<file path="src/rtl/sram_request_scheduler.sv">
// sram_request_scheduler
//   Round-robin arbiter between NUM_REQ memory requesters and the single SRAM
//   sequencer port. Each requester owns one holding slot; a granted request
//   is issued downstream with a one-cycle start pulse. The scheduler then
//   waits for the sequencer's done pulse and returns a one-cycle completion
//   pulse carrying the read data.
//
//   Ports
//     clk, reset              clock, asynchronous active-high reset
//     req_valid/write/size    per-requester request (size 0 = no memory access)
//     req_addr/req_wdata      per-requester address/data, requester i at [i*W +: W]
//     req_ready               slot i free (combinational from the pending flag)
//     rsp_valid/rsp_rdata     completion pulse for the granted requester + read data
//     mem_start               one-cycle issue pulse to the sequencer
//     mem_write/size/addr/wdata  issued command, held until the next grant
//     mem_done/mem_rdata      sequencer completion and read data
//     grant_id                requester currently (or most recently) granted
module sram_request_scheduler #(
  parameter int NUM_REQ = 4,
  parameter int ADDR_W  = 32,
  parameter int DATA_W  = 32
) (
  input  logic                       clk,
  input  logic                       reset,
  input  logic [NUM_REQ-1:0]         req_valid,
  input  logic [NUM_REQ-1:0]         req_write,
  input  logic [2*NUM_REQ-1:0]       req_size,
  input  logic [ADDR_W*NUM_REQ-1:0]  req_addr,
  input  logic [DATA_W*NUM_REQ-1:0]  req_wdata,
  output logic [NUM_REQ-1:0]         req_ready,
  output logic [NUM_REQ-1:0]         rsp_valid,
  output logic [DATA_W-1:0]          rsp_rdata,
  output logic                       mem_start,
  output logic                       mem_write,
  output logic [1:0]                 mem_size,
  output logic [ADDR_W-1:0]          mem_addr,
  output logic [DATA_W-1:0]          mem_wdata,
  input  logic                       mem_done,
  input  logic [DATA_W-1:0]          mem_rdata,
  output logic [$clog2(NUM_REQ)-1:0] grant_id
);

  localparam int ID_W = $clog2(NUM_REQ);

  typedef enum logic [1:0] {
    S_IDLE,
    S_ISSUE,
    S_WAIT,
    S_RESP
  } state_t;

  state_t             state;
  state_t             state_nxt;

  logic [NUM_REQ-1:0] pending;
  logic [NUM_REQ-1:0] accept;
  logic               slot_write [NUM_REQ];
  logic [1:0]         slot_size  [NUM_REQ];
  logic [ADDR_W-1:0]  slot_addr  [NUM_REQ];
  logic [DATA_W-1:0]  slot_wdata [NUM_REQ];

  logic [ID_W-1:0]    last_grant;
  logic [ID_W-1:0]    scan_id;
  logic [ID_W-1:0]    pick_id;
  logic               pick_found;
  logic               grant_now;

  assign req_ready = ~pending;
  assign accept    = req_valid & ~pending;
  assign mem_start = (state == S_ISSUE);
  assign grant_now = (state == S_IDLE) && pick_found;

  always_comb begin
    rsp_valid = '0;
    if (state == S_RESP) rsp_valid[grant_id] = 1'b1;
  end

  // Scan downward so the last hit is the first pending requester found
  // when walking upward from last_grant+1 with wrap.
  always_comb begin
    pick_found = 1'b0;
    pick_id    = '0;
    scan_id    = '0;
    for (int k = NUM_REQ; k >= 1; k--) begin
      scan_id = ID_W'((int'(last_grant) + k) % NUM_REQ);
      if (pending[scan_id]) begin
        pick_found = 1'b1;
        pick_id    = scan_id;
      end
    end
  end

  always_ff @(posedge clk or posedge reset) begin
    if (reset) state <= S_IDLE;
    else       state <= state_nxt;
  end

  always_comb begin
    state_nxt = state;
    case (state)
      S_IDLE:  if (pick_found) state_nxt = (slot_size[pick_id] != 2'd0) ? S_ISSUE : S_RESP;
      S_ISSUE: state_nxt = S_WAIT;                    // mem_done here is ignored
      S_WAIT:  if (mem_done) state_nxt = S_RESP;
      S_RESP:  state_nxt = S_IDLE;
      default: state_nxt = S_IDLE;
    endcase
  end

  // A slot is freed by its own completion pulse; it cannot be re-accepted
  // in the same cycle because req_ready is still low then.
  always_ff @(posedge clk or posedge reset) begin
    if (reset) pending <= '0;
    else       pending <= (pending & ~rsp_valid) | accept;
  end

  // Slot contents are frozen while pending; only the accept edge writes them.
  always_ff @(posedge clk) begin
    for (int i = 0; i < NUM_REQ; i++) begin
      if (accept[i]) begin
        slot_write[i] <= req_write[i];
        slot_size[i]  <= req_size[2*i +: 2];
        slot_addr[i]  <= req_addr[i*ADDR_W +: ADDR_W];
        slot_wdata[i] <= req_wdata[i*DATA_W +: DATA_W];
      end
    end
  end

  // Grant / issue registers: loaded on the grant decision, held through WAIT.
  always_ff @(posedge clk or posedge reset) begin
    if (reset) begin
      grant_id   <= '0;
      last_grant <= ID_W'(NUM_REQ - 1);
      mem_write  <= 1'b0;
      mem_size   <= 2'd0;
      mem_addr   <= '0;
      mem_wdata  <= '0;
      rsp_rdata  <= '0;
    end else begin
      if (grant_now) begin
        grant_id   <= pick_id;
        last_grant <= pick_id;
        mem_write  <= slot_write[pick_id];
        mem_size   <= slot_size[pick_id];
        mem_addr   <= slot_addr[pick_id];
        mem_wdata  <= slot_wdata[pick_id];
        if (slot_size[pick_id] == 2'd0) rsp_rdata <= '0;
      end
      if ((state == S_WAIT) && mem_done) rsp_rdata <= mem_rdata;
    end
  end

endmodule

</file>
<file path="config.mk">
export PLATFORM = sky130hd
export DESIGN_NAME = sram_request_scheduler
export DESIGN_NICKNAME = d
export VERILOG_FILES = /design/src/rtl/sram_request_scheduler.sv
export SDC_FILE = /design/constraint.sdc
export NUM_CORES = 1
export LEC_CHECK = 0
export CAP_MARGIN = 0
export CORE_UTILIZATION = 43
export CTS_BUF_LIST = sky130_fd_sc_hd__clkbuf_8 sky130_fd_sc_hd__clkbuf_16
export CTS_CLUSTER_SIZE = 16
export DETAILED_ROUTE_END_ITERATION = 8
export HOLD_SLACK_MARGIN = 0.03
export PLACE_DENSITY = 0.81
export SYNTH_ARGS = -nofsm -noshare
export SYNTH_HDL_FRONTEND = slang
export SYNTH_SLANG_ARGS = --single-unit
</file>
<file path="constraint.sdc">
create_clock -name clk -period 4.1 [get_ports clk]
set_input_delay 1.23 -clock clk [delete_from_list [all_inputs] [get_ports clk]]
set_output_delay 1.23 -clock clk [all_outputs]
set_load 0.05 [all_outputs]
</file>
==> flow_metrics.env <==
export IMPL_rows=67
export IMPL_synth_xor_area_share_pct=0
export IMPL_wl_um=37600
export IMPL_max_stage_delay_ns=0.90
export IMPL_syn_cell_area_mm2=0.0146
export IMPL_drive_gt1_share_pct=6.04
export IMPL_cp_required_ns=2.87
export IMPL_globalplace_congestion=0.788
export IMPL_slew_headroom_pct=26.8
export IMPL_ant_nets=0
export IMPL_cts_sinks=377
export IMPL_die_h_um=186
export IMPL_rsz0062_at_grt="false"
export IMPL_grt_pass1_wl_um=54200
export IMPL_cts_clk_slew_worst_paths_ns=0.06
export IMPL_p_seq_share_pct=33.9
export IMPL_synthesis_nets=1243
export IMPL_drcViolationCount=0
export IMPL_die_width_um=186
export IMPL_cts_buffer_depth=3
export IMPL_setup_viol_count_final=0
export IMPL_fin_crit_sh_pct=88.5
export IMPL_cp_cell_sequence="ha_1 -> nor3b_1 -> clkdlybuf4s50_1"
export IMPL_synthMuxAreaShare_pct=4.67
export IMPL_root_buffer="clkbuf_16"
export IMPL_power_mw=16.3
export IMPL_overflow=0
export IMPL_cp_arrival_ns=2.40
export IMPL_ys_warn_count=0
export IMPL_pwr_share_clk_pct=20.9
export IMPL_synth_top_family_by_area="compound AO/OA/AOI/OAI gates"
export IMPL_async_flop_share_pct=28.9
export IMPL_p_comb_share_pct=45.2
export IMPL_synth_cells=932
export IMPL_tns_ns=0
export IMPL_wire_per_inst_um=20.6
export IMPL_fin_worst_skew_ns=0.0159
export IMPL_critPathMaxFanout=4
export IMPL_crit_type="flop to primary output"
export IMPL_cp_num_buf_inv=1
export IMPL_p_int_mw=9.72
export IMPL_report_final_slew_viol_count=0
export IMPL_numPortBuffers=416
export IMPL_area_delta_synth_final_pct=39.8
export IMPL_clkLatencyLatePin_ns=0.52
export IMPL_slowest_stage="clkdlybuf4s50_1"
export IMPL_drv_cap=0
export IMPL_ctsHoldBuffers=0
export IMPL_crit_family="buffers and inverters"
export IMPL_post_cts_buffers=0
export IMPL_boundaryPins=417
export IMPL_grt_pass1_vias=9665
export IMPL_p_leak_nw=7.79
export IMPL_post_cts_resized=0
export IMPL_numCtsBuffers=40
export IMPL_crit_path_end_kind="primary output"
export IMPL_synth_simple_area_share_pct=5.76
export IMPL_antenna_found_initial=5
export IMPL_cts_tree="done"
export IMPL_grt_total_usage_pct=21.0
export IMPL_cts_htree_levels=2
export IMPL_synth_ff_type="edfxtp_1"
export IMPL_synthAdderAreaFrac_pct=0.343
export IMPL_synth_edf_count=268
export IMPL_ys_ff_latch=377
export IMPL_hold_viol=0
export IMPL_net_switching_power_mw=6.58
export IMPL_grt_start_max_net_pins=116
export IMPL_post_route_min_period_ns=3.63
export IMPL_hold_class="flop to flop"
export IMPL_clock_fmax_mhz=276
export IMPL_status="complete, no violations"
export IMPL_worst_slew_pin_transition_ns=1.10
export IMPL_powerDensity_mw_per_mm2=800
export IMPL_vdd_ir_drop_max_uv=639
export IMPL_synth_compound_area_share_pct=12.4
export IMPL_firstDrtPassIters=4
export IMPL_swShare_pct=40.4
export IMPL_coreArea_mm2=0.0334
export IMPL_instances_no_fill=1827
export IMPL_critPathLaunchType="flop"
export IMPL_vias=9440
export IMPL_die_area_mm2=0.0346
export IMPL_avgSynthCellArea_um2=15.6
export IMPL_yosysUniqueCellTypes=37
export IMPL_initial_core_util_pct=43.6
export IMPL_ys_seq_area_share_pct=73.9
export IMPL_drt_iter0_markers=403
export IMPL_dp_cells=1749
export IMPL_fin_nets=1654
export IMPL_post_dp_hpwl_um=24300
export IMPL_vias_per_cell=5.17
## per-stage QoR
step / setup WS [ns] / cell area, um^2 / hold WS (ns) / utilization [%]
6_report: 0.471 / 20400 / 0.474 / 60.9
5_1_grt: 0.397 / 20400 / 0.481 / 60.9
2_1_floorplan: 0.668 / 14600 / 0.480 / -
3_3_place_gp: 0.981 / 19100 / 0.457 / 57.2
4_1_cts: 0.423 / 20400 / 0.478 / 60.9
3_5_place_dp: 0.972 / 19100 / 0.465 / 57.2
## routing by layer
| layer | wire length, um | track usage, % |
|---|---|---|
| met1 | 14500 | 24.3 |
| met2 | 18900 | 36.7 |
| met3 | 2810 | 5.36 |
| met4 | 1350 | 8.85 |
| met5 | 26 | 0 |
## cell families (layout without fill, tap and decap cells)
group                      Yosys count  count (layout)
adders and majority gates            4               4
muxes                               68              68
buffers and inverters               69             512
and+or+nand+nor                    164             164
DFF                                377             377
AOI/OAI and AO/OA                  250             250
other                                0               4
## worst reg2reg max path, delay by kind of cell, from the launching register on
family,cells,cell delay (ns)
and+or+nand+nor,2,0.39
AOI/OAI and AO/OA,4,0.97
DFF,1,0.60
buffers and inverters,1,0.84
## flip-flops by register name, summed over array words and instances (netlist names)
name	cells
pending	4
slot_size	8
state	2
mem_addr	32
slot_write	4
mem_write	1
last_grant	2
mem_wdata	32
slot_addr	128
grant_id	2
rsp_rdata	32
slot_wdata	128
mem_size	2
## final timing paths
| path | startpoint | end | slack (ns) | depth (start not counted) |
|---|---|---|---|---|
| setup / recovery | state[0] | rsp_valid[0] | 0.47 | 3 |
| hold / removal | mem_size[1] | mem_size[1] | 0.47 | 1 |
| setup reg to reg | last_grant[1] | mem_addr[6] | 1.20 | 7 |
| hold reg to reg | mem_size[1] | mem_size[1] | 0.47 | 1 |
| max in group asynchronous | reset | mem_addr[4] | 2.32 | 3 |
| min in group asynchronous | reset | rsp_rdata[26] | 1.18 | 3 |
## power groups by stage
stage / sequential [mW] / combinational, mW / clock (mW)
after global routing: 5.63 / 7.88 / 3.63
after detailed placement: 5.60 / 7.41 / 0
final: 5.53 / 7.36 / 3.41
after floorplan: 7.14 / 3.80 / 0
after global placement: 5.55 / 7.21 / 0
after CTS: 5.54 / 7.45 / 3.46
## synthesized netlist by cell type (all sizes together), types with 4 or more instances
cell	count	area share [%]
ha	4	0.34
clkbuf	31	0.82
a21o	69	3.6
o21ai	33	1.2
dfrtp	107	18
nor2	6	0.15
nor2b	73	3.1
a211oi	134	6.9
edfxtp	268	55
inv	8	0.21
o21bai	4	0.21
nand2b	4	0.17
nand2	72	1.9
mux2i	68	4.7
buf	30	1.8
## cell type report
class                           instances  area (um^2)
Clock buffer                           46         1090
Antenna cell                            4         10.0
Multi-Input combinational cell        486         3430
Inverter                                8         33.8
Timing Repair Buffer                  430         4320
Fill cell                            2495        13100
Sequential cell                       377        10800
Clock inverter                         28          155
Tap cell                              448          561
## cells in the final DEF (no fill, tap or decap), types with 2 or more instances in the layout
cell	synthesis	layout
a211oi_1	134	134
a21o_1	69	69
a21oi_1	3	3
and3_1	2	2
buf_12	7	4
buf_4	1	10
clkbuf_16	0	41
clkbuf_8	0	5
clkdlybuf4s50_1	0	416
clkinv_1	0	3
clkinv_2	0	7
dfrtp_1	107	107
dfstp_2	2	2
diode_2	0	4
edfxtp_1	268	268
ha_1	4	4
inv_1	8	21
inv_6	0	3
mux2i_1	68	68
nand2_1	72	72
nand2b_1	4	3
nor2_1	6	6
nor2b_1	73	69
nor2b_4	0	4
nor3b_1	2	2
o21ai_0	29	29
o21ai_1	3	3
o21bai_1	4	4
o22a_1	2	2
Power figures use the tool's default switching activity.
